[src/rtl/imm_gen_pipe.sv]
// Pipelined RISC-V immediate generator: valid/ready input, 2-entry registered
// output queue, illegal-format flagging and a saturating illegal-beat counter.
module imm_gen_pipe #(
  parameter int XLEN        = 32,
  parameter int TAG_W       = 8,
  parameter int AUTO_DECODE = 0,
  parameter int CNT_W       = 16
) (
  input  logic             clk,
  input  logic             reset,
  input  logic             in_valid,
  output logic             in_ready,
  input  logic [31:0]      in_instr,
  input  logic [2:0]       in_immsrc,
  input  logic [TAG_W-1:0] in_tag,
  output logic             out_valid,
  input  logic             out_ready,
  output logic [XLEN-1:0]  out_imm,
  output logic [TAG_W-1:0] out_tag,
  output logic             out_illegal,
  output logic [1:0]       occupancy,
  output logic [CNT_W-1:0] illegal_cnt,
  input  logic             cnt_clear
);

  typedef enum logic [2:0] {
    FMT_I     = 3'b000,
    FMT_S     = 3'b001,
    FMT_B     = 3'b010,
    FMT_J     = 3'b011,
    FMT_U     = 3'b100,
    FMT_CSR   = 3'b101,
    FMT_SHAMT = 3'b110,
    FMT_ILL   = 3'b111
  } fmt_e;

  localparam logic [6:0] OP_LOAD   = 7'b0000011;
  localparam logic [6:0] OP_IMM    = 7'b0010011;
  localparam logic [6:0] OP_JALR   = 7'b1100111;
  localparam logic [6:0] OP_STORE  = 7'b0100011;
  localparam logic [6:0] OP_BRANCH = 7'b1100011;
  localparam logic [6:0] OP_JAL    = 7'b1101111;
  localparam logic [6:0] OP_LUI    = 7'b0110111;
  localparam logic [6:0] OP_AUIPC  = 7'b0010111;
  localparam logic [6:0] OP_SYSTEM = 7'b1110011;

  function automatic logic [XLEN-1:0] sext32(input logic [31:0] v);
    logic signed [XLEN-1:0] t;
    t = $signed(v);
    return t;
  endfunction

  // ---------------------------------------------------------------- decode
  logic [6:0] w_opcode;
  logic [2:0] w_funct3;
  fmt_e       w_auto_fmt;
  fmt_e       w_fmt;
  logic       w_illegal;

  assign w_opcode = in_instr[6:0];
  assign w_funct3 = in_instr[14:12];

  always_comb begin
    // NOTE: default assigned first so every path drives the signal; no latch is inferred
    w_auto_fmt = FMT_ILL;
    case (w_opcode)
      OP_LOAD, OP_JALR: w_auto_fmt = FMT_I;
      OP_IMM:           w_auto_fmt = (w_funct3[1:0] == 2'b01) ? FMT_SHAMT : FMT_I;
      OP_STORE:         w_auto_fmt = FMT_S;
      OP_BRANCH:        w_auto_fmt = FMT_B;
      OP_JAL:           w_auto_fmt = FMT_J;
      OP_LUI, OP_AUIPC: w_auto_fmt = FMT_U;
      OP_SYSTEM:        w_auto_fmt = w_funct3[2] ? FMT_CSR : FMT_I;
      default:          w_auto_fmt = FMT_ILL;
    endcase
  end

  assign w_fmt     = (AUTO_DECODE != 0) ? w_auto_fmt : fmt_e'(in_immsrc);
  assign w_illegal = (w_fmt == FMT_ILL);

  // ------------------------------------------------------------- immediates
  logic [31:0]     w_imm_i, w_imm_s, w_imm_b, w_imm_j, w_imm_u;
  logic [XLEN-1:0] w_imm_csr, w_imm_shamt, w_imm;

  assign w_imm_i = {{20{in_instr[31]}}, in_instr[31:20]};
  assign w_imm_s = {{20{in_instr[31]}}, in_instr[31:25], in_instr[11:7]};
  assign w_imm_b = {{19{in_instr[31]}}, in_instr[31], in_instr[7],
                    in_instr[30:25], in_instr[11:8], 1'b0};
  assign w_imm_j = {{11{in_instr[31]}}, in_instr[31], in_instr[19:12],
                    in_instr[20], in_instr[30:21], 1'b0};
  assign w_imm_u = {in_instr[31:12], 12'b0};

  assign w_imm_csr   = XLEN'(in_instr[19:15]);
  // RV64 shifts use a 6-bit shamt, RV32 a 5-bit one
  assign w_imm_shamt = (XLEN == 64) ? XLEN'(in_instr[25:20]) : XLEN'(in_instr[24:20]);

  always_comb begin
    w_imm = '0;
    case (w_fmt)
      FMT_I:     w_imm = sext32(w_imm_i);
      FMT_S:     w_imm = sext32(w_imm_s);
      FMT_B:     w_imm = sext32(w_imm_b);
      FMT_J:     w_imm = sext32(w_imm_j);
      FMT_U:     w_imm = sext32(w_imm_u);
      FMT_CSR:   w_imm = w_imm_csr;
      FMT_SHAMT: w_imm = w_imm_shamt;
      default:   w_imm = '0;
    endcase
  end

  // ------------------------------------------------------------ handshake
  logic             r_in_ready;
  logic [1:0]       r_count;
  logic [1:0]       w_count_nxt;
  logic             r_wr_ptr;
  logic             r_rd_ptr;
  logic             w_push;
  logic             w_pop;

  assign w_push = in_valid && r_in_ready;
  assign w_pop  = (r_count != 2'd0) && out_ready;

  always_comb begin
    w_count_nxt = r_count;
    case ({w_push, w_pop})
      2'b10:   w_count_nxt = r_count + 2'd1;
      2'b01:   w_count_nxt = r_count - 2'd1;
      default: w_count_nxt = r_count;
    endcase
  end

  // NOTE: sequential state uses non-blocking assignments so all flops update together
  always_ff @(posedge clk or posedge reset) begin
    if (reset) begin
      r_count    <= 2'd0;
      r_wr_ptr   <= 1'b0;
      r_rd_ptr   <= 1'b0;
      r_in_ready <= 1'b0;
    end else begin
      r_count    <= w_count_nxt;
      r_in_ready <= (w_count_nxt != 2'd2);
      if (w_push) r_wr_ptr <= ~r_wr_ptr;
      if (w_pop)  r_rd_ptr <= ~r_rd_ptr;
    end
  end

  // ---------------------------------------------------------------- queue
  logic [XLEN-1:0]  r_imm [2];
  logic [TAG_W-1:0] r_tag [2];
  logic [1:0]       r_ill;

  always_ff @(posedge clk or posedge reset) begin
    if (reset) begin
      // NOTE: the two entries are reset so the head fields read zero straight out of reset
      r_imm[0] <= '0;
      r_imm[1] <= '0;
      r_tag[0] <= '0;
      r_tag[1] <= '0;
      r_ill    <= 2'b00;
    end else if (w_push) begin
      r_imm[r_wr_ptr] <= w_imm;
      r_tag[r_wr_ptr] <= in_tag;
      r_ill[r_wr_ptr] <= w_illegal;
    end
  end

  // ------------------------------------------------------ illegal counter
  logic [CNT_W-1:0] r_cnt;

  always_ff @(posedge clk or posedge reset) begin
    if (reset) begin
      r_cnt <= '0;
    end else if (cnt_clear) begin
      r_cnt <= '0;
    end else if (w_push && w_illegal && (r_cnt != {CNT_W{1'b1}})) begin
      r_cnt <= r_cnt + CNT_W'(1);
    end
  end

  assign in_ready    = r_in_ready;
  assign out_valid   = (r_count != 2'd0);
  assign out_imm     = r_imm[r_rd_ptr];
  assign out_tag     = r_tag[r_rd_ptr];
  assign out_illegal = r_ill[r_rd_ptr];
  assign occupancy   = r_count;
  assign illegal_cnt = r_cnt;

endmodule

[config.mk]
export PLATFORM = sky130hd
export DESIGN_NAME = imm_gen_pipe
export DESIGN_NICKNAME = d
export VERILOG_FILES = /design/src/rtl/imm_gen_pipe.sv
export SDC_FILE = /design/constraint.sdc
export NUM_CORES = 1
export LEC_CHECK = 0
export BUFFER_PORTS_ARGS = -buffer_cell sky130_fd_sc_hd__clkbuf_2
export CORE_MARGIN = 1
export CORE_UTILIZATION = 59
export CTS_CLUSTER_SIZE = 28
export DETAILED_ROUTE_END_ITERATION = 8
export PLACE_DENSITY = 0.85
export SLEW_MARGIN = 20
export SYNTH_ARGS = -nofsm -noshare
export SYNTH_HDL_FRONTEND = slang
export SYNTH_SLANG_ARGS = --single-unit
[constraint.sdc]
create_clock -name clk -period 8.8 [get_ports clk]
set_input_delay 1.76 -clock clk [delete_from_list [all_inputs] [get_ports clk]]
set_output_delay 1.76 -clock clk [all_outputs]
set_load 0.005 [all_outputs]
==> impl_results.html, run 1 <==
<table>
<tr><th>Metric</th><th>Value</th></tr>
<tr><th colspan="2">Global routing</th></tr>
<tr><td>Pin count of the biggest net entering global routing</td><td>76</td></tr>
<tr><td>GRT Util Overall</td><td>between 20% and 30%</td></tr>
<tr><td>Via count of the first global-routing pass</td><td>approximately 3,600</td></tr>
<tr><td>Global routing met3 resource utilization</td><td>4.05%</td></tr>
<tr><td>Global routing's busiest layer</td><td>met2</td></tr>
<tr><td>Number of antenna violations at the first check in global routing</td><td>0</td></tr>
<tr><td>Met1 Usage GRT</td><td>34.9%</td></tr>
<tr><td>GR Layer Usage met2</td><td>40.9%</td></tr>
<tr><td>GRT Residual Overflow</td><td>0</td></tr>
<tr><td>First-pass GRT wire length</td><td>roughly 17 mm</td></tr>
<tr><th colspan="2">Place</th></tr>
<tr><td>Final estimated routing congestion in global placement</td><td>~0.8</td></tr>
<tr><td>Port Buffers</td><td>101</td></tr>
<tr><td>Area after DPL</td><td>roughly 5500 µm²</td></tr>
<tr><td>HPWL after detailed placement</td><td>between 7 and 8 mm</td></tr>
<tr><th colspan="2">Power</th></tr>
<tr><td>Leak Pwr</td><td>between 2 and 3 nW</td></tr>
<tr><td>Peak supply drop</td><td>a little over 200 µV</td></tr>
<tr><td>Power per unit of standard cell area</td><td>between 300 and 400 nW/µm²</td></tr>
<tr><td>Overall power</td><td>0.00174 W</td></tr>
<tr><th colspan="2">Clocking</th></tr>
<tr><td>CTS HTree Levels</td><td>3</td></tr>
<tr><td>Hold Buf Count CTS</td><td>0</td></tr>
<tr><td>Number of clock sinks</td><td>just over 100</td></tr>
<tr><td>Clk root buf</td><td>sky130_fd_sc_hd__clkbuf_8</td></tr>
<tr><td>Clock buffers created by TritonCTS</td><td>9</td></tr>
<tr><td>Clock Path Buffers</td><td>2</td></tr>
<tr><td>Cts repair resizes</td><td>0</td></tr>
<tr><td>Clock tree from TritonCTS</td><td>done</td></tr>
<tr><td>Post-CTS setup buffer count</td><td>0</td></tr>
<tr><td>Worst-skew pair later-pin latency</td><td>0.38 ns</td></tr>
<tr><td>Worst-path clk slew</td><td>about 0.10 ns</td></tr>
<tr><th colspan="2">Finish</th></tr>
<tr><td>Diodes inserted</td><td>0</td></tr>
<tr><td>Post-route cell area</td><td>between 5000 and 6000 µm²</td></tr>
<tr><td>Count of filler cells inserted in the layout</td><td>approximately 610</td></tr>
<tr><td>Utilization of the core after routing</td><td>between 70 and 80%</td></tr>
<tr><td>Number of nets at the end of the flow</td><td>599</td></tr>
<tr><td>Synthesis-to-finish area growth</td><td>15.5%</td></tr>
<tr><td>Layout cells sized above 1</td><td>a little over a third</td></tr>
<tr><th colspan="2">Floorplanning</th></tr>
<tr><td>Full die area</td><td>approximately 8800 µm²</td></tr>
<tr><td>Die extent in x</td><td>roughly 94 µm</td></tr>
<tr><td>Y dimension of the die</td><td>approximately 94 µm</td></tr>
<tr><td>Cell Rows</td><td>33</td></tr>
<tr><td>Initial Utilization</td><td>approximately 61%</td></tr>
<tr><td>Core outline area</td><td>approximately 8000 µm²</td></tr>
<tr><td>IO Pins</td><td>between 100 and 150</td></tr>
<tr><th colspan="2">Worst hold path</th></tr>
<tr><td>HP Class</td><td>reg -&gt; reg</td></tr>
<tr><td>Depth of the worst hold-timing path</td><td>2</td></tr>
<tr><th colspan="2">Detailed routing</th></tr>
<tr><td>DRT iter0 DRCs</td><td>168</td></tr>
<tr><td>Antenna-violating nets left</td><td>0</td></tr>
<tr><td>Number of remaining DRC errors</td><td>0</td></tr>
<tr><td>Detailed-routing iteration count for the pre-antenna-repair pass</td><td>6</td></tr>
<tr><td>Routed len/inst</td><td>around 16 µm</td></tr>
<tr><td>Detail-routed via count per cell</td><td>roughly 5.8</td></tr>
<tr><td>Total detailed-routing wirelength</td><td>10.5 mm</td></tr>
<tr><td>Routed via count</td><td>roughly 3,800</td></tr>
<tr><th colspan="2">Worst setup path</th></tr>
<tr><td>WS Path Type</td><td>reg -&gt; out</td></tr>
<tr><td>Required time reported for the critical path endpoint</td><td>7.04 ns</td></tr>
<tr><td>Endpoint of the most critical setup path</td><td>out_imm[31]</td></tr>
<tr><td>Kind of end point of the critical path</td><td>output port</td></tr>
<tr><td>Worst flop-to-flop path startpoint</td><td>illegal_cnt[0]</td></tr>
<tr><td>Number of cells traversed by the worst register-to-register path</td><td>5</td></tr>
<tr><td>CP Data Arrival Time</td><td>roughly 2.0 ns</td></tr>
<tr><td>Setup slack of the most critical reg-to-reg path</td><td>about 6.6 ns</td></tr>
<tr><td>Launching element of the worst setup path</td><td>r_rd_ptr</td></tr>
<tr><td>Worst stage delay on the critical path</td><td>between 1 and 1.5 ns</td></tr>
<tr><td>Endpoint of the worst register-to-register path</td><td>illegal_cnt[11]</td></tr>
<tr><td>Max stage delay cell, worst path</td><td>sky130_fd_sc_hd__dfrtp_2</td></tr>
<tr><td>Highest net fanout along the worst path</td><td>between 40 and 50</td></tr>
<tr><td>Worst path cell trace</td><td>mux2_2 &gt; clkbuf_2</td></tr>
<tr><td>Sort of element at the start of the critical path</td><td>flip-flop</td></tr>
<tr><th colspan="2">Timing</th></tr>
<tr><td>Share of the clock period used by the worst path</td><td>42.3%</td></tr>
<tr><td>Unrepaired setup endpoints after global routing</td><td>no</td></tr>
<tr><td>Clock period minus final worst setup slack</td><td>3.72 ns</td></tr>
<tr><td>Number of endpoints failing setup at the final stage</td><td>0</td></tr>
<tr><td>Final slew viol count</td><td>0</td></tr>
<tr><td>Final Hold Violating Endpoints</td><td>0</td></tr>
<tr><td>Actual transition at the worst max-transition pin</td><td>0.993 ns</td></tr>
<tr><td>Smallest hold slack</td><td>approximately 0.49 ns</td></tr>
<tr><td>Total Negative Setup Slacks</td><td>0 ns</td></tr>
<tr><td>Max frequency</td><td>269 MHz</td></tr>
<tr><td>Worst-case headroom to the max-slew limit</td><td>between 30% and 40%</td></tr>
<tr><td>Clk_skew</td><td>roughly 0.018 ns</td></tr>
<tr><th colspan="2">Synthesis</th></tr>
<tr><td>Post-synthesis instance total</td><td>466</td></tr>
<tr><td>Synthesis-stage register bit count</td><td>slightly above 100</td></tr>
<tr><td>Post-synth ARST share</td><td>100%</td></tr>
<tr><td>Prevailing post-synth register cell</td><td>sky130_fd_sc_hd__dfrtp_1</td></tr>
<tr><td>Sequential area share after synthesis</td><td>51.9%</td></tr>
<tr><td>Syn. warnings</td><td>0</td></tr>
<tr><td>Average footprint of a synthesized cell</td><td>10.7 µm²</td></tr>
<tr><td>Net count after synthesis</td><td>just over 500</td></tr>
<tr><td>Cell area after synthesis</td><td>4970 µm²</td></tr>
<tr><td>Count of cell types in the netlist</td><td>42</td></tr>
<tr><td>Number of enable-type register cells in the synthesized netlist</td><td>0</td></tr>
<tr><th colspan="2">Outcome</th></tr>
<tr><td>Run status</td><td>finished, final reports clean</td></tr>
<tr><th colspan="2">Flow run</th></tr>
<tr><td>Count of max-cap constraint violations</td><td>0</td></tr>
</table>
## worst min-delay path by stage
| stage | start | endpoint |
|---|---|---|
| 4_1_cts | r_imm[20] | r_imm[20] |
| 2_1_floorplan | r_ill[1] | r_ill[1] |
| 3_5_place_dp | r_imm[20] | r_imm[20] |
| 3_3_place_gp | r_imm[19] | r_imm[19] |
| 5_1_grt | r_imm[50] | r_imm[50] |
| 6_report | r_imm[5] | r_imm[5] |
## final cells by class
cell class / count / area (µm²) / share of cell area, %
clock buffers: 9 / 124 / 2.16
clock inverters: 7 / 104 / 1.81
inverters: 4 / 17.5 / 0.305
multi-input cells: 326 / 2240 / 39.1
flip-flops and latches: 103 / 2580 / 45.0
well taps: 105 / 131 / 2.29
repair buffers: 105 / 536 / 9.34
## worst max-delay path, delay by kind of cell (launching register included)
| family | cells | cell delay (ns) |
|---|---|---|
| mux | 1 | 0.43 |
| flops | 1 | 1.03 |
| buf+inv | 1 | 0.13 |
## power by group
part	internal [W]	total (W)	leakage, nW	switching, W
clock network	0.000164	0.000336	0.108	0.000172
logic	0.000339	0.000612	1.25	0.000273
registers	0.000658	0.000790	1.32	0.000132
## cells in the mapped netlist (all sizes together), types with 2 or more instances
cell type	n	share of area, %
a211oi	2	0.30
a21oi	28	2.8
a22oi	4	0.60
a41oi	2	0.35
and2	2	0.25
buf	4	0.53
clkbuf	29	2.2
dfrtp	103	52
ha	2	0.50
inv	4	0.30
mux2	73	17
mux2i	9	1.8
nand2	65	4.9
nand2b	7	0.88
nand3	8	1.1
nand4	3	0.38
nor2	10	0.76
nor2b	8	1.0
nor3	3	0.30
nor4	5	1.1
o21ai	61	6.1
o31ai	6	0.91
or2	3	0.38
or3	5	0.63
or4	6	0.91
xnor2	2	0.35
xor2	3	0.53
## layer usage
metal | vias to the layer above | part of all wire (%)
li1 | 1810 | -
met1 | 1859 | 44
met2 | 120 | 49
met3 | 15 | 5.6
met4 | 0 | 1.6
met5 | - | 0
## cells by family (layout without fill, tap and decap cells)
kind of cell,after synthesis,after routing,share of synthesized area (%)
and+or+nand+nor,130,130,13.6
AOI/OAI and AO/OA,107,107,11.8
DFF,103,103,51.9
muxes,82,82,18.4
buffers and inverters,37,125,3.02
xor gates and xnor gates,5,5,0.882
adders and majority gates,2,2,0.504
## registers in the layout, summed over array words and instances (netlist names)
| signal | flops |
|---|---|
| r_imm | 64 |
| r_wr_ptr | 1 |
| in_ready | 1 |
| r_ill | 2 |
| occupancy | 2 |
| illegal_cnt | 16 |
| r_tag | 16 |
| r_rd_ptr | 1 |
## cells in the final DEF (no fill, tap or decap), types with 7 or more instances in the layout
master / n
sky130_fd_sc_hd__mux2i_1: 9
sky130_fd_sc_hd__dfrtp_1: 102
sky130_fd_sc_hd__clkbuf_8: 9
sky130_fd_sc_hd__nand2b_1: 7
sky130_fd_sc_hd__nor2_1: 10
sky130_fd_sc_hd__nand2_1: 65
sky130_fd_sc_hd__nor2b_1: 8
sky130_fd_sc_hd__mux2_2: 69
sky130_fd_sc_hd__clkbuf_2: 101
sky130_fd_sc_hd__a21oi_1: 28
sky130_fd_sc_hd__o21ai_0: 61
## metrics by stage
stage / setup slack [ns] / std cells
CTS: 5.05 / 659
detailed placement: 4.93 / 643
finish: 5.08 / 659
global placement: 5.01 / 643
floorplan: 4.34 / 466
global route: 4.99 / 659
Power figures use the tool's default switching activity.
==> run 2: changes to the inputs <==
--- a/config.mk
+++ b/config.mk
@@ -7,10 +7,10 @@
 export LEC_CHECK = 0
 export BUFFER_PORTS_ARGS = -buffer_cell sky130_fd_sc_hd__clkbuf_2
 export CORE_MARGIN = 1
-export CORE_UTILIZATION = 59
+export CORE_UTILIZATION = 49
 export CTS_CLUSTER_SIZE = 28
 export DETAILED_ROUTE_END_ITERATION = 8
-export PLACE_DENSITY = 0.85
+export PLACE_DENSITY = 0.75
 export SLEW_MARGIN = 20
 export SYNTH_ARGS = -nofsm -noshare
 export SYNTH_HDL_FRONTEND = slang
==> constraint.sdc (replaced) <==
create_clock -name clk -period 3.1 [get_ports clk]
set_input_delay 0.62 -clock clk [delete_from_list [all_inputs] [get_ports clk]]
set_output_delay 0.62 -clock clk [all_outputs]
set_load 0.005 [all_outputs]
==> impl_results.html, run 2 (same netlist as run 1, synthesis figures left out) <==
<table>
<tr><th>Metric</th><th>Value</th></tr>
<tr><th colspan="2">Outcome</th></tr>
<tr><td>Run status</td><td>finished, final reports clean</td></tr>
<tr><th colspan="2">Finish</th></tr>
<tr><td>Layout cells sized above 1</td><td>between 30% and 40%</td></tr>
<tr><td>Most common cell after layout, fill and taps aside</td><td>sky130_fd_sc_hd__dfrtp_1</td></tr>
<tr><td>Synthesis-to-finish area growth</td><td>17.5%</td></tr>
<tr><td>Top reg by flops</td><td>r_imm</td></tr>
<tr><td>Flip-flop count of the largest register, all copies and words added</td><td>64</td></tr>
<tr><td>Filler-free cell count of the finished design</td><td>693</td></tr>
<tr><td>Diodes inserted</td><td>0</td></tr>
<tr><td>Number of nets at the end of the flow</td><td>between 600 and 700</td></tr>
<tr><td>Post-route cell area</td><td>between 5000 and 6000 µm²</td></tr>
<tr><td>Most frequent cells in the layout</td><td>sky130_fd_sc_hd__dfrtp_1 (102), sky130_fd_sc_hd__clkbuf_2 (101), sky130_fd_sc_hd__mux2_2 (69), sky130_fd_sc_hd__nand2_1 (65), sky130_fd_sc_hd__o21ai_0 (61)</td></tr>
<tr><th colspan="2">Detailed routing</th></tr>
<tr><td>Total detailed-routing wirelength</td><td>~11 mm</td></tr>
<tr><td>Antenna-violating nets left</td><td>0</td></tr>
<tr><td>Routed via count</td><td>around 3,800</td></tr>
<tr><td>Detailed-routing iteration count for the pre-antenna-repair pass</td><td>4</td></tr>
<tr><td>Routed len/inst</td><td>approximately 16 µm</td></tr>
<tr><td>Detail-routed via count per cell</td><td>~5.5</td></tr>
<tr><td>DRT iter0 DRCs</td><td>127</td></tr>
<tr><td>Number of remaining DRC errors</td><td>0</td></tr>
<tr><th colspan="2">Timing</th></tr>
<tr><td>Total Negative Setup Slacks</td><td>0 ns</td></tr>
<tr><td>Clk_skew</td><td>roughly 0.016 ns</td></tr>
<tr><td>Final Hold Violating Endpoints</td><td>0</td></tr>
<tr><td>Clock period minus final worst setup slack</td><td>2.46 ns</td></tr>
<tr><td>Smallest hold slack</td><td>around 0.42 ns</td></tr>
<tr><td>Number of endpoints failing setup at the final stage</td><td>0</td></tr>
<tr><td>Unrepaired setup endpoints after global routing</td><td>no</td></tr>
<tr><td>Max frequency</td><td>between 400 and 500 MHz</td></tr>
<tr><td>Worst-case headroom to the max-slew limit</td><td>39.3%</td></tr>
<tr><td>Final slew viol count</td><td>0</td></tr>
<tr><td>Actual transition at the worst max-transition pin</td><td>just over 0.9 ns</td></tr>
<tr><td>Share of the clock period used by the worst path</td><td>about four fifths</td></tr>
<tr><th colspan="2">Global routing</th></tr>
<tr><td>GRT Util Overall</td><td>between 20% and 30%</td></tr>
<tr><td>Number of antenna violations at the first check in global routing</td><td>0</td></tr>
<tr><td>Pin count of the biggest net entering global routing</td><td>52</td></tr>
<tr><td>First-pass GRT wire length</td><td>17.2 mm</td></tr>
<tr><td>Via count of the first global-routing pass</td><td>approximately 3,500</td></tr>
<tr><td>GRT Residual Overflow</td><td>0</td></tr>
<tr><th colspan="2">Floorplanning</th></tr>
<tr><td>Initial Utilization</td><td>50.6%</td></tr>
<tr><td>Full die area</td><td>between 10,000 and 15,000 µm²</td></tr>
<tr><td>IO Pins</td><td>~110</td></tr>
<tr><td>Core outline area</td><td>~9800 µm²</td></tr>
<tr><td>Y dimension of the die</td><td>around 100 µm</td></tr>
<tr><td>Cell Rows</td><td>36</td></tr>
<tr><td>Die extent in x</td><td>~100 µm</td></tr>
<tr><th colspan="2">Clocking</th></tr>
<tr><td>Post-CTS setup buffer count</td><td>0</td></tr>
<tr><td>Number of clock sinks</td><td>about 100</td></tr>
<tr><td>Clock buffers created by TritonCTS</td><td>9</td></tr>
<tr><td>Hold Buf Count CTS</td><td>0</td></tr>
<tr><td>CTS HTree Levels</td><td>3</td></tr>
<tr><td>Cts repair resizes</td><td>0</td></tr>
<tr><td>Clock Path Buffers</td><td>2</td></tr>
<tr><td>Clk root buf</td><td>sky130_fd_sc_hd__clkbuf_8</td></tr>
<tr><td>Worst-path clk slew</td><td>0.09 ns</td></tr>
<tr><td>Clock tree from TritonCTS</td><td>done</td></tr>
<tr><td>Worst-skew pair later-pin latency</td><td>~0.37 ns</td></tr>
<tr><th colspan="2">Worst setup path</th></tr>
<tr><td>CP Data Arrival Time</td><td>1.84 ns</td></tr>
<tr><td>Setup slack of the most critical reg-to-reg path</td><td>just under 1 ns</td></tr>
<tr><td>Highest net fanout along the worst path</td><td>22</td></tr>
<tr><td>WS Path Type</td><td>reg -&gt; out</td></tr>
<tr><td>Sort of element at the start of the critical path</td><td>flip-flop</td></tr>
<tr><td>Required time reported for the critical path endpoint</td><td>around 2.5 ns</td></tr>
<tr><td>Kind of end point of the critical path</td><td>output port</td></tr>
<tr><td>Number of cells traversed by the worst register-to-register path</td><td>5</td></tr>
<tr><td>Endpoint of the worst register-to-register path</td><td>illegal_cnt[14]</td></tr>
<tr><td>Worst flop-to-flop path startpoint</td><td>illegal_cnt[1]</td></tr>
<tr><th colspan="2">Place</th></tr>
<tr><td>DP Cell Count</td><td>between 600 and 700</td></tr>
<tr><td>HPWL after detailed placement</td><td>7.66 mm</td></tr>
<tr><td>Area after DPL</td><td>~5600 µm²</td></tr>
<tr><td>Port Buffers</td><td>101</td></tr>
<tr><td>Final estimated routing congestion in global placement</td><td>around 0.86</td></tr>
<tr><th colspan="2">Power</th></tr>
<tr><td>Switching power share of the total</td><td>between 30 and 40%</td></tr>
<tr><td>Internal</td><td>between 0.003 and 0.004 W</td></tr>
<tr><td>Sequential share of power</td><td>44.8%</td></tr>
<tr><td>Peak supply drop</td><td>423 µV</td></tr>
<tr><td>Clk network pwr share</td><td>between 10% and 20%</td></tr>
<tr><td>Overall power</td><td>~0.0049 W</td></tr>
<tr><td>Power per unit of standard cell area</td><td>~840 nW/µm²</td></tr>
<tr><td>Switching power total</td><td>approximately 0.0016 W</td></tr>
<tr><td>Relative contribution of combinational cells to total power</td><td>approximately 38%</td></tr>
<tr><td>Leak Pwr</td><td>around 2.7 nW</td></tr>
<tr><th colspan="2">Worst hold path</th></tr>
<tr><td>HP Class</td><td>in -&gt; async</td></tr>
<tr><th colspan="2">Flow run</th></tr>
<tr><td>Count of max-cap constraint violations</td><td>0</td></tr>
</table>
==> run 2: cell count changes in the layout (fill, tap and decap cells not counted) <==
cell	before	now
sky130_fd_sc_hd__clkbuf_1	0	1
sky130_fd_sc_hd__buf_12	0	4
sky130_fd_sc_hd__inv_8	1	0
sky130_fd_sc_hd__clkinv_4	1	2
sky130_fd_sc_hd__clkinv_2	0	1
sky130_fd_sc_hd__inv_4	1	0
sky130_fd_sc_hd__buf_4	4	6
sky130_fd_sc_hd__bufinv_16	2	1
==> run 2: worst max-delay path by stage <==
stage | startpoint | to | slack [ns]
finish | r_rd_ptr | out_imm[20] | 0.64
CTS | r_rd_ptr | out_imm[20] | 0.61
detailed placement | in_immsrc[0] | illegal_cnt[13] | 0.56
floorplan | in_immsrc[2] | illegal_cnt[13] | 0.93
global route | r_rd_ptr | out_imm[20] | 0.55
global placement | in_immsrc[0] | illegal_cnt[15] | 0.64
==> run 2: final cells by class <==
| cell class | instances | area [µm²] |
|---|---|---|
| tap | 133 | 166 |
| sequential | 103 | 2580 |
| clock inverter | 6 | 68.8 |
| clock buffer | 10 | 128 |
| fill | 871 | 3980 |
| inverter | 4 | 18.8 |
| multi-input combinational | 326 | 2240 |
| timing repair buffer | 111 | 631 |
==> run 2: metal layers <==
metal	vias to the layer above	global-route usage, %	share of wire, %
met5	-	0	0
met4	0	7.25	1.3
met3	11	4.00	3.8
met2	90	33.9	49
met1	1890	29.0	46
li1	1825	-	-
==> run 2: critical path: stages (launching register included) <==
cell	delay, ns
sky130_fd_sc_hd__dfrtp_2	0.72
sky130_fd_sc_hd__buf_12	0.25
sky130_fd_sc_hd__mux2_2	0.38
sky130_fd_sc_hd__clkbuf_2	0.12
==> run 2: per-stage QoR <==
stage          setup WS, ns  util, %
6_report              0.642     59.4
5_1_grt               0.555     59.4
4_1_cts               0.607     59.4
3_5_place_dp          0.559     57.4
3_3_place_gp          0.636     57.4
2_1_floorplan         0.925        -
==> run 2: power groups by stage <==
| stage | Clock [W] | Combinational [W] | Sequential, W |
|---|---|---|---|
| 2_1_floorplan | 0 | 0.00126 | 0.00208 |
| 3_3_place_gp | 0 | 0.00182 | 0.00217 |
| 3_5_place_dp | 0 | 0.00187 | 0.00222 |
| 4_1_cts | 0.000867 | 0.00188 | 0.00219 |
| 5_1_grt | 0.000913 | 0.00209 | 0.00225 |
| 6_report | 0.000845 | 0.00185 | 0.00219 |
==> run 3: changes to the inputs <==
==> constraint.sdc (replaced) <==
create_clock -name clk -period 2.1 [get_ports clk]
set_input_delay 0.42 -clock clk [delete_from_list [all_inputs] [get_ports clk]]
set_output_delay 0.42 -clock clk [all_outputs]
set_load 0.005 [all_outputs]
==> impl_results.html, run 3 (same netlist as run 1, synthesis figures left out) <==
<table>
<tr><th>Metric</th><th>Value</th></tr>
<tr><th colspan="2">Clocking</th></tr>
<tr><td>Hold Buf Count CTS</td><td>0</td></tr>
<tr><td>Post-CTS setup buffer count</td><td>0</td></tr>
<tr><td>CTS HTree Levels</td><td>3</td></tr>
<tr><td>Clock tree from TritonCTS</td><td>done</td></tr>
<tr><td>Clk root buf</td><td>sky130_fd_sc_hd__clkbuf_8</td></tr>
<tr><td>Worst-path clk slew</td><td>roughly 0.090 ns</td></tr>
<tr><td>Cts repair resizes</td><td>0</td></tr>
<tr><td>Worst-skew pair later-pin latency</td><td>about 0.36 ns</td></tr>
<tr><td>Clock buffers created by TritonCTS</td><td>9</td></tr>
<tr><td>Number of clock sinks</td><td>103</td></tr>
<tr><td>Clock Path Buffers</td><td>2</td></tr>
<tr><th colspan="2">Global routing</th></tr>
<tr><td>GRT Residual Overflow</td><td>0</td></tr>
<tr><td>First-pass GRT wire length</td><td>roughly 18 mm</td></tr>
<tr><td>GRT Util Overall</td><td>about 22%</td></tr>
<tr><td>Number of antenna violations at the first check in global routing</td><td>0</td></tr>
<tr><td>Pin count of the biggest net entering global routing</td><td>104</td></tr>
<tr><td>Via count of the first global-routing pass</td><td>3,733</td></tr>
<tr><th colspan="2">Floorplanning</th></tr>
<tr><td>Full die area</td><td>10,500 µm²</td></tr>
<tr><td>Initial Utilization</td><td>roughly half</td></tr>
<tr><td>Die extent in x</td><td>just over 100 µm</td></tr>
<tr><td>Core outline area</td><td>9820 µm²</td></tr>
<tr><td>IO Pins</td><td>109</td></tr>
<tr><td>Y dimension of the die</td><td>roughly 100 µm</td></tr>
<tr><td>Cell Rows</td><td>36</td></tr>
<tr><th colspan="2">Worst setup path</th></tr>
<tr><td>WS Path Type</td><td>reg -&gt; reg</td></tr>
<tr><td>Worst stage delay on the critical path</td><td>0.64 ns</td></tr>
<tr><td>Top cell family by delay on the critical path</td><td>simple AND/OR/NAND/NOR gates</td></tr>
<tr><td>Sort of element at the start of the critical path</td><td>flip-flop</td></tr>
<tr><td>Number of cells traversed by the worst register-to-register path</td><td>4</td></tr>
<tr><td>Required time reported for the critical path endpoint</td><td>2.34 ns</td></tr>
<tr><td>CP Data Arrival Time</td><td>2.27 ns</td></tr>
<tr><td>Max stage delay cell, worst path</td><td>sky130_fd_sc_hd__or4_1</td></tr>
<tr><td>Worst path cell trace</td><td>nand2_1 &gt; or4_1 &gt; nor4_2 &gt; mux2_1</td></tr>
<tr><td>Kind of end point of the critical path</td><td>flip-flop</td></tr>
<tr><td>Highest net fanout along the worst path</td><td>7</td></tr>
<tr><td>Launching element of the worst setup path</td><td>illegal_cnt[2]</td></tr>
<tr><td>Worst flop-to-flop path startpoint</td><td>illegal_cnt[2]</td></tr>
<tr><td>Critical Path Stages</td><td>4</td></tr>
<tr><td>Count of buffering cells on the critical path with inverters included</td><td>0</td></tr>
<tr><th colspan="2">Power</th></tr>
<tr><td>Power per unit of standard cell area</td><td>roughly 1200 nW/µm²</td></tr>
<tr><td>Peak supply drop</td><td>a little over 700 µV</td></tr>
<tr><td>Leak Pwr</td><td>roughly 2.8 nW</td></tr>
<tr><th colspan="2">Timing</th></tr>
<tr><td>Unrepaired setup endpoints after global routing</td><td>yes</td></tr>
<tr><td>Clock period minus final worst setup slack</td><td>slightly above 2 ns</td></tr>
<tr><td>Final slew viol count</td><td>0</td></tr>
<tr><td>Max frequency</td><td>between 400 and 500 MHz</td></tr>
<tr><td>Clk_skew</td><td>~0.0099 ns</td></tr>
<tr><td>Actual transition at the worst max-transition pin</td><td>0.727 ns</td></tr>
<tr><td>Worst-case headroom to the max-slew limit</td><td>~52%</td></tr>
<tr><td>Smallest setup slack after layout</td><td>0.0765 ns</td></tr>
<tr><td>Share of the clock period used by the worst path</td><td>96.4%</td></tr>
<tr><td>Number of endpoints failing setup at the final stage</td><td>0</td></tr>
<tr><td>Final Hold Violating Endpoints</td><td>0</td></tr>
<tr><th colspan="2">Detailed routing</th></tr>
<tr><td>Number of remaining DRC errors</td><td>0</td></tr>
<tr><td>Total detailed-routing wirelength</td><td>roughly 11 mm</td></tr>
<tr><td>DRT iter0 DRCs</td><td>137</td></tr>
<tr><td>Detail-routed via count per cell</td><td>5.46</td></tr>
<tr><td>Routed via count</td><td>3,859</td></tr>
<tr><td>Routed len/inst</td><td>15.9 µm</td></tr>
<tr><td>Detailed-routing iteration count for the pre-antenna-repair pass</td><td>4</td></tr>
<tr><td>Antenna-violating nets left</td><td>0</td></tr>
<tr><th colspan="2">Finish</th></tr>
<tr><td>Diodes inserted</td><td>0</td></tr>
<tr><td>Top reg by flops</td><td>r_imm</td></tr>
<tr><td>Most frequent cells in the layout</td><td>sky130_fd_sc_hd__dfrtp_1 (102), sky130_fd_sc_hd__clkbuf_2 (101), sky130_fd_sc_hd__mux2_2 (69), sky130_fd_sc_hd__nand2_1 (65), sky130_fd_sc_hd__o21ai_0 (61)</td></tr>
<tr><td>Number of nets at the end of the flow</td><td>619</td></tr>
<tr><td>Layout cells sized above 1</td><td>38.5%</td></tr>
<tr><td>Post-route cell area</td><td>slightly below 6000 µm²</td></tr>
<tr><td>Most common cell after layout, fill and taps aside</td><td>sky130_fd_sc_hd__dfrtp_1</td></tr>
<tr><td>Synthesis-to-finish area growth</td><td>19.1%</td></tr>
<tr><td>Flip-flop count of the largest register, all copies and words added</td><td>64</td></tr>
<tr><th colspan="2">Place</th></tr>
<tr><td>Area after DPL</td><td>~5700 µm²</td></tr>
<tr><td>Placement Setup Slack</td><td>-0.0586 ns</td></tr>
<tr><td>HPWL after detailed placement</td><td>about 7.7 mm</td></tr>
<tr><td>Port Buffers</td><td>slightly above 100</td></tr>
<tr><td>Final estimated routing congestion in global placement</td><td>roughly 0.80</td></tr>
<tr><th colspan="2">Outcome</th></tr>
<tr><td>Run status</td><td>finished, final reports clean</td></tr>
<tr><th colspan="2">Worst hold path</th></tr>
<tr><td>HP Class</td><td>in -&gt; async</td></tr>
<tr><th colspan="2">Flow run</th></tr>
<tr><td>Count of max-cap constraint violations</td><td>0</td></tr>
</table>
-- run 3: cell types whose count changed in the layout (fill, tap and decap cells not counted) --
cell and delta:
sky130_fd_sc_hd__buf_12 -3, sky130_fd_sc_hd__clkinvlp_4 -1, sky130_fd_sc_hd__nor4_2 +2, sky130_fd_sc_hd__clkinv_2 +1, sky130_fd_sc_hd__clkbuf_8 +1, sky130_fd_sc_hd__buf_4 +17
sky130_fd_sc_hd__inv_6 -1, sky130_fd_sc_hd__nor4_1 -2
-- run 3: worst register-to-register path, stage by stage, from the launching register on --
cell                      delay (ns)
sky130_fd_sc_hd__dfrtp_1        0.50
sky130_fd_sc_hd__nand2_1        0.08
sky130_fd_sc_hd__or4_1          0.64
sky130_fd_sc_hd__nor4_2         0.34
sky130_fd_sc_hd__mux2_1         0.36
-- run 3: per-layer routing --
metal	GRT usage [%]	wire length [µm]
met4	8.79	184
met1	28.4	4830
met5	0	0
met2	37.4	5700
met3	4.34	516
-- run 3: final cells by class --
cell class	count	area (µm²)
flip-flops and latches	103	2580
inverters	4	18.8
repair buffers	125	698
fillers	867	3900
clock buffers	11	141
well taps	133	166
multi-input cells	326	2260
clock inverters	5	57.6
-- run 3: worst paths after layout --
check,to,slack (ns)
setup / recovery,illegal_cnt[15],0.08
hold / removal,r_imm[38],0.16
setup reg to reg,illegal_cnt[15],0.08
hold reg to reg,r_imm[51],0.48
max in group asynchronous,r_rd_ptr,1.44
min in group clk,r_tag[3],0.31
-- run 3: stage by stage --
step | power [W] | hold slack, ns | std cells | TNS, ns | util (%)
detailed placement | 0.00605 | 0.465 | 691 | -0.0824 | 58.1
CTS | 0.00732 | 0.213 | 707 | 0 | 60.1
finish | 0.00722 | 0.161 | 707 | 0 | 60.3
global route | 0.00779 | 0.231 | 707 | -0.00133 | 60.3
floorplan | 0.00493 | 0.444 | 466 | 0 | -
global placement | 0.00590 | 0.455 | 691 | 0 | 58.1
-- run 3: power by group --
| part | internal [W] | switching (W) |
|---|---|---|
| combinational | 0.00148 | 0.00135 |
| sequential | 0.00276 | 0.000386 |
| clock | 0.000585 | 0.000664 |
